**src/rtl/vram_port_arbiter.sv**
```systemverilog
// Single-port VRAM arbiter: video has absolute priority, register and blitter
// requesters share the remaining cycles round-robin. Reads are tagged so the
// returning data strobe reaches the requester that issued it.
module vram_port_arbiter #(
    parameter int ADDR_W = 16,
    parameter int WAIT_W = 8
) (
    input  logic              clk,
    input  logic              reset_n_i,
    input  logic              vgen_sel_i,
    input  logic [ADDR_W-1:0] vgen_addr_i,
    input  logic              regs_sel_i,
    input  logic              regs_wr_i,
    input  logic [3:0]        regs_wrmask_i,
    input  logic [ADDR_W-1:0] regs_addr_i,
    input  logic [15:0]       regs_data_i,
    output logic              regs_ack_o,
    input  logic              blit_sel_i,
    input  logic              blit_wr_i,
    input  logic [3:0]        blit_wrmask_i,
    input  logic [ADDR_W-1:0] blit_addr_i,
    input  logic [15:0]       blit_data_i,
    output logic              blit_ack_o,
    output logic              vram_sel_o,
    output logic              vram_wr_o,
    output logic [3:0]        vram_mask_o,
    output logic [ADDR_W-1:0] vram_addr_o,
    output logic [15:0]       vram_data_o,
    input  logic [15:0]       vram_data_i,
    output logic [15:0]       rd_data_o,
    output logic              vgen_rd_valid_o,
    output logic              regs_rd_valid_o,
    output logic              blit_rd_valid_o,
    input  logic              stat_clear_i,
    output logic [WAIT_W-1:0] perf_max_wait_o
);

    typedef enum logic [1:0] {
        OWN_NONE = 2'd0,
        OWN_VGEN = 2'd1,
        OWN_REGS = 2'd2,
        OWN_BLIT = 2'd3
    } owner_t;

    function automatic logic [WAIT_W-1:0] sat_inc(input logic [WAIT_W-1:0] v);
        return (&v) ? v : v + WAIT_W'(1);
    endfunction

    logic              grant_regs, grant_blit;
    // Set when regs wins, cleared when blit wins; a tie goes to blit only when set.
    logic              rr_blit_turn_q, rr_blit_turn_d;
    logic              vram_sel_q, vram_sel_d;
    logic              vram_wr_q, vram_wr_d;
    logic [3:0]        vram_mask_q, vram_mask_d;
    logic [ADDR_W-1:0] vram_addr_q, vram_addr_d;
    logic [15:0]       vram_data_q, vram_data_d;
    owner_t            cmd_owner_q, cmd_owner_d;
    owner_t            tag_q, tag_d;
    logic [WAIT_W-1:0] wait_cnt_q, wait_cnt_d;
    logic [WAIT_W-1:0] max_wait_q, max_wait_d;

    always_comb begin
        grant_regs = !vgen_sel_i && regs_sel_i && (!blit_sel_i || !rr_blit_turn_q);
        grant_blit = !vgen_sel_i && blit_sel_i && (!regs_sel_i || rr_blit_turn_q);

        rr_blit_turn_d = rr_blit_turn_q;
        if (grant_regs) begin
            rr_blit_turn_d = 1'b1;
        end else if (grant_blit) begin
            rr_blit_turn_d = 1'b0;
        end
    end

    always_comb begin
        vram_sel_d  = 1'b0;
        vram_wr_d   = 1'b0;
        vram_mask_d = vram_mask_q;
        vram_addr_d = vram_addr_q;
        vram_data_d = vram_data_q;
        cmd_owner_d = OWN_NONE;
        if (vgen_sel_i) begin
            vram_sel_d  = 1'b1;
            vram_mask_d = 4'hF;
            vram_addr_d = vgen_addr_i;
            cmd_owner_d = OWN_VGEN;
        end else if (grant_regs) begin
            vram_sel_d  = 1'b1;
            vram_wr_d   = regs_wr_i;
            vram_mask_d = regs_wrmask_i;
            vram_addr_d = regs_addr_i;
            vram_data_d = regs_data_i;
            cmd_owner_d = OWN_REGS;
        end else if (grant_blit) begin
            vram_sel_d  = 1'b1;
            vram_wr_d   = blit_wr_i;
            vram_mask_d = blit_wrmask_i;
            vram_addr_d = blit_addr_i;
            vram_data_d = blit_data_i;
            cmd_owner_d = OWN_BLIT;
        end

        // Memory returns read data one cycle after the strobe, so the tag lags one stage.
        tag_d = (vram_sel_q && !vram_wr_q) ? cmd_owner_q : OWN_NONE;
    end

    always_comb begin
        wait_cnt_d = wait_cnt_q;
        max_wait_d = max_wait_q;
        if (!regs_sel_i || grant_regs) begin
            wait_cnt_d = '0;
        end else begin
            wait_cnt_d = sat_inc(wait_cnt_q);
        end
        if (stat_clear_i) begin
            max_wait_d = '0;
        end else if (grant_regs && (wait_cnt_q > max_wait_q)) begin
            max_wait_d = wait_cnt_q;
        end
    end

    always_ff @(posedge clk or negedge reset_n_i) begin
        if (!reset_n_i) begin
            rr_blit_turn_q <= 1'b0;
            vram_sel_q     <= 1'b0;
            vram_wr_q      <= 1'b0;
            vram_mask_q    <= '0;
            vram_addr_q    <= '0;
            vram_data_q    <= '0;
            cmd_owner_q    <= OWN_NONE;
            tag_q          <= OWN_NONE;
            wait_cnt_q     <= '0;
            max_wait_q     <= '0;
        end else begin
            rr_blit_turn_q <= rr_blit_turn_d;
            vram_sel_q     <= vram_sel_d;
            vram_wr_q      <= vram_wr_d;
            vram_mask_q    <= vram_mask_d;
            vram_addr_q    <= vram_addr_d;
            vram_data_q    <= vram_data_d;
            cmd_owner_q    <= cmd_owner_d;
            tag_q          <= tag_d;
            wait_cnt_q     <= wait_cnt_d;
            max_wait_q     <= max_wait_d;
        end
    end

    assign regs_ack_o      = grant_regs;
    assign blit_ack_o      = grant_blit;
    assign vram_sel_o      = vram_sel_q;
    assign vram_wr_o       = vram_wr_q;
    assign vram_mask_o     = vram_mask_q;
    assign vram_addr_o     = vram_addr_q;
    assign vram_data_o     = vram_data_q;
    assign rd_data_o       = vram_data_i;
    assign vgen_rd_valid_o = (tag_q == OWN_VGEN);
    assign regs_rd_valid_o = (tag_q == OWN_REGS);
    assign blit_rd_valid_o = (tag_q == OWN_BLIT);
    assign perf_max_wait_o = max_wait_q;

endmodule

```
**config.mk**
```make
export PLATFORM = sky130hd
export DESIGN_NAME = vram_port_arbiter
export DESIGN_NICKNAME = d
export VERILOG_FILES = /design/src/rtl/vram_port_arbiter.sv
export SDC_FILE = /design/constraint.sdc
export NUM_CORES = 1
export LEC_CHECK = 0
export CAP_MARGIN = 20
export CORE_ASPECT_RATIO = 1.25
export CORE_MARGIN = 2
export CORE_UTILIZATION = 39
export DETAILED_ROUTE_END_ITERATION = 10
export PLACE_DENSITY = 0.93
export SLEW_MARGIN = 20
export SYNTH_ARGS = -nofsm -noshare
export SYNTH_HDL_FRONTEND = slang
export SYNTH_SLANG_ARGS = --single-unit
```
**constraint.sdc**
```tcl
create_clock -name clk -period 2.3 [get_ports clk]
set_input_delay 0.345 -clock clk [delete_from_list [all_inputs] [get_ports clk]]
set_output_delay 0.345 -clock clk [all_outputs]
set_load 0.01 [all_outputs]
```
; Word-level counts from Yosys, hierarchy flattened
; Cells that the tools add are included.
[classes]
addsub = 1
magnitude_cmp = 1
eq_ne = 4
muxes = 24
bitwise = 1
reduce_logical = 19
[op_table]
columns = op, n
row1 = two-way mux 16 bit, 5
row2 = two-way mux 8 bit, 4
row3 = two-way mux 4 bit, 3
row4 = "adder 8 x 1 -> 8 bit, second input constant", 1
row5 = greater-than comparator 8 bit, 1
row6 = two-way mux 1 bit, 8
row7 = two-way mux 2 bit, 4
row8 = AND reduction 8 bit, 1
row9 = logical AND 1 bit, 6
row10 = zero test 1 bit, 5
row11 = "== test 2 bit, second input constant", 2
row12 = nonzero test 2 bit, 2
row13 = logical OR 1 bit, 3
row14 = nonzero test 3 bit, 1
row15 = "== test 2 x 1 -> 1 bit, second input constant", 1
row16 = "inequality test 2 bit, second input constant", 1
row17 = AND reduction 2 bit, 1
row18 = inverter 1 bit, 1
[totals]
regBits = 59
wordCells = 60

; Depth between registers and ports, before layout
[depth]
word_depth = 6
depth_mapped = 7
mapped_depth_nobuf = 7

; Worst setup path after synthesis
; No wires, ideal clock.
[synth_path]
path_kind = register to register
startpoint = reg max_wait_q[7], in the netlist perf_max_wait_o[7]
endpoint = reg max_wait_q[0], in the netlist perf_max_wait_o[0]
arrival_ps = 1648
t_required_ps = 2221
path_slack_ps = 573
stages_incl_launch_ff = 8
n_path_buf = 0
path_cell_list = dfrtp_1 inv_1 ha_1 a41o_1 a21oi_1 nor3_2 a21oi_4 mux2i_1
[synth_via]
elab_chain_len = 3
[synth_lines]
columns = element, line_no
row1 = from (decl), 60  ; logic [WAIT_W-1:0] max_wait_q, max_wait_d;
row2 = from (signal assigned), 143  ; max_wait_q <= max_wait_d;
row3 = greater-than comparator 8 bit, 116  ; end else if (grant_regs && (wait_cnt_q > max_wait_q)) begin
row4 = logical AND 1 bit, 116
row5 = nonzero test 2 bit (no source line), --
; Every way passes these cells.
; A chain may end at the register's enable or synchronous reset.

; Worst setup path after layout
[layout_path]
startpoint = in regs_sel_i
endpoint = out blit_ack_o
[layout_via]
elab_chain_len = 3
[layout_lines]
columns = element, line_no
row1 = from (decl), 12  ; input logic regs_sel_i,
row2 = zero test 1 bit, 64  ; grant_blit = !vgen_sel_i && blit_sel_i && (!regs_sel_i || rr_blit_turn_q);
row3 = logical OR 1 bit, 64
row4 = logical AND 1 bit, 64
row5 = to (decl), 23  ; output logic blit_ack_o,
; Every way passes these cells.

==> flow_metrics.py <==
metrics = {
    "die": {
        "rows": 37,
        "die_h_um": 106,
        "die_x_um": 85.4,
        "start_util_pct": 39.6,
        "pin_count": 179,
        "core_area_um2": 8150,
        "dieArea_um2": 9030,
    },
    "drt": {
        "met1_length_um": 3020,
        "wl_um": 8350,
        "wl_met3_um": 569,
        "drtIter0Drc": 122,
        "via_count": 2867,
        "firstDrtPassIters": 4,
        "wl_per_cell_um": 14.5,
        "drtAntennaViolNets": 0,
        "dr_wl_met2_um": 4470,
        "highest_layer": "met4",
        "vias_per_cell": 4.98,
        "remaining_drc_errors": 0,
    },
    "timing": {
        "fin_setup_tns_ns": 0,
        "finalSetupViolCount": 0,
        "fmax_mhz": 464,
        "hold_viol": 0,
        "fin_ws_ns": 0.144,
        "fin_crit_ns": 2.16,
        "worst_pin_slew_ns": 0.730,
        "slew_viol_final": 0,
        "slew_headroom_pct": 51.3,
        "skew_ns": 0.00713,
        "period_share_pct": 93.7,
        "rsz0062_at_grt": "no",
    },
    "synth": {
        "netlist_area_um2": 3230,
        "postSynthCellCount": 338,
        "yosys.area.top_type": "dfrtp_1",
        "ys_async_sr_fraction_pct": 100,
        "yosysSeqAreaShare_pct": 45.7,
        "synth_top_area_share_pct": 45.7,
        "synth.area.top_cells": "dfrtp_1 46%, mux2i_1 14%, o21ai_0 5.6%",
        "synth_nets": 459,
        "synth-edff-count": 0,
        "syn_area_per_cell_um2": 9.55,
        "synthFlopType": "dfrtp_1",
        "synth.distinct_cells": 39,
        "yosys_warnings": 0,
        "yosys_register_bits": 59,
    },
    "layout": {
        "stdcell_area_um2": 4960,
        "n_fill_cell": 665,
        "finalNetCount": 595,
        "final_common_cell": "clkdlybuf4s50_1",
        "layout-drive-gt1-share_pct": 7.31,
        "final_cell_mix": "145 x clkdlybuf4s50_1, 59 x dfrtp_1, 44 x mux2i_1",
        "diodes": 0,
        "area_growth_pct": 53.5,
        "final_core_util_pct": 60.9,
    },
    "hold_path": {
        "hp-class": "in -> async",
    },
    "run": {
        "drv_cap": 0,
    },
    "run_status": {
        "status": "finished, final reports clean",
    },
    "pwr": {
        "leakagePower_nw": 2.18,
        "p_sw_mw": 0.797,
        "clkPwrFrac_pct": 39.1,
        "vdd_drop_max_mv": 0.450,
        "powerDensity_nw_per_um2": 658,
        "seqPwrFrac_pct": 37.4,
        "p_comb_share_pct": 23.5,
        "total_power_mw": 3.26,
        "p_int_mw": 2.47,
        "swShare_pct": 24.4,
    },
    "placement": {
        "post-place-ws_ns": 0.132,
        "dp_hpwl_um": 6600,
        "placed_cell_area_um2": 4680,
        "gp_congestion": 0.810,
        "port-buffer-count": 146,
    },
    "global_routing": {
        "grt_max_degree": 60,
        "track_usage_pct": 19.3,
        "antenna_found_initial": 0,
        "grt_overflow": 0,
        "grt_pass1_wl_um": 13900,
        "grt_pass1_vias": 3094,
    },
    "clock_tree": {
        "post-cts-setup-buffers": 0,
        "path_clk_slew_ns": 0.07,
        "cts_buffers": 9,
        "cts_sinks": 59,
        "cts_tree": "done",
        "ctsResizeCount": 0,
        "cts_max_level": 3,
        "clk_latency_ns": 0.33,
        "ctsHoldBuffers": 0,
        "clk_path_buf_depth": 2,
        "root_buffer": "clkbuf_8",
    },
    "setup_path": {
        "cp-end-kind": "output port",
        "crit_type": "in -> out",
        "crit_path_start_kind": "input port",
        "worstPathArrival_ns": 1.81,
        "required_ns": 1.96,
        "cp_max_fo": 3,
    },
}
[flip-flops by register name (all words and copies together) (netlist names)]
name and count:
vram_data_o 16, vram_sel_o 1, vram_mask_o 4, perf_max_wait_o 8, cmd_owner_q 2, vram_wr_o 1, tag_q 2, rr_blit_turn_q 1
wait_cnt_q 8, vram_addr_o 16
[power by group through the flow]
| stage | logic [mW] | clock network, mW | registers [mW] |
|---|---|---|---|
| after floorplan | 0.280 | 0 | 1.28 |
| after global placement | 0.751 | 0 | 1.23 |
| after detailed placement | 0.775 | 0 | 1.24 |
| after CTS | 0.777 | 1.31 | 1.22 |
| after global routing | 0.831 | 1.35 | 1.24 |
| final | 0.766 | 1.28 | 1.22 |
[cell families (layout without fill, tap and decap cells)]
kind of cell    count (synthesis)  in the layout  share of synthesized area [%]
buf+inv                        45            186                           7.90
fa+ha+maj                       9              9                           3.49
flops                          59             59                           45.7
mux                            44             44                           13.6
xor+xnor                        2              2                          0.543
simple gates                  107            107                           16.0
compound gates                 72             72                           12.7
[worst paths after layout]
path	startpoint	to	slack [ns]	depth (start not counted)
setup / recovery	regs_sel_i	blit_ack_o	0.14	6
hold / removal	reset_n_i	vram_mask_o[0]	0.15	2
setup reg to reg	wait_cnt_q[7]	perf_max_wait_o[1]	0.40	6
hold reg to reg	vram_addr_o[6]	vram_addr_o[6]	0.48	2
max in group asynchronous	reset_n_i	perf_max_wait_o[0]	1.66	2
min in group clk	vram_addr_o[6]	vram_addr_o[6]	0.48	2
[cell usage after synthesis, types with 2 or more instances]
master,count
nor2b_1,3
dfrtp_1,59
nand2b_1,17
nor3_1,2
a21oi_1,25
nor2_1,28
nand2_1,39
clkbuf_1,6
and3b_1,2
buf_4,18
a21o_1,2
o21ai_0,36
buf_2,3
inv_1,14
ha_1,9
nand3_1,4
and2_1,2
mux2i_1,44
buf_1,2
nand4_1,2
or2_2,2
buf_6,2
[metal layers]
| layer | vias up | track usage (%) |
|---|---|---|
| li1 | 1403 | - |
| met1 | 1324 | 20.0 |
| met2 | 113 | 35.0 |
| met3 | 27 | 5.48 |
| met4 | 0 | 9.52 |
| met5 | - | 0 |
[final cells by class]
cell class                 instances  area (um2)  share of cell area (%)
inverter                          14        52.6                    1.06
timing repair buffer             156        1530                    30.9
sequential                        59        1480                    29.8
clock buffer                      10         138                    2.78
multi-input combinational        234        1500                    30.3
clock inverter                     6         136                    2.75
tap                               97         121                    2.45
[stage by stage]
step | hold WS, ns | instances
2_1_floorplan | 0.0494 | 338
3_3_place_gp | 0.462 | 560
3_5_place_dp | 0.470 | 560
4_1_cts | 0.182 | 576
5_1_grt | 0.225 | 576
6_report | 0.148 | 576
[worst max-delay path, cell delays in order]
cell and delay (ns):
clkdlybuf4s50_1 0.44, inv_1 0.06, o21ai_1 0.07, or2_2 0.30, inv_1 0.06, clkdlybuf4s50_1 0.53
No activity file was read; power rests on OpenSTA's default activity.
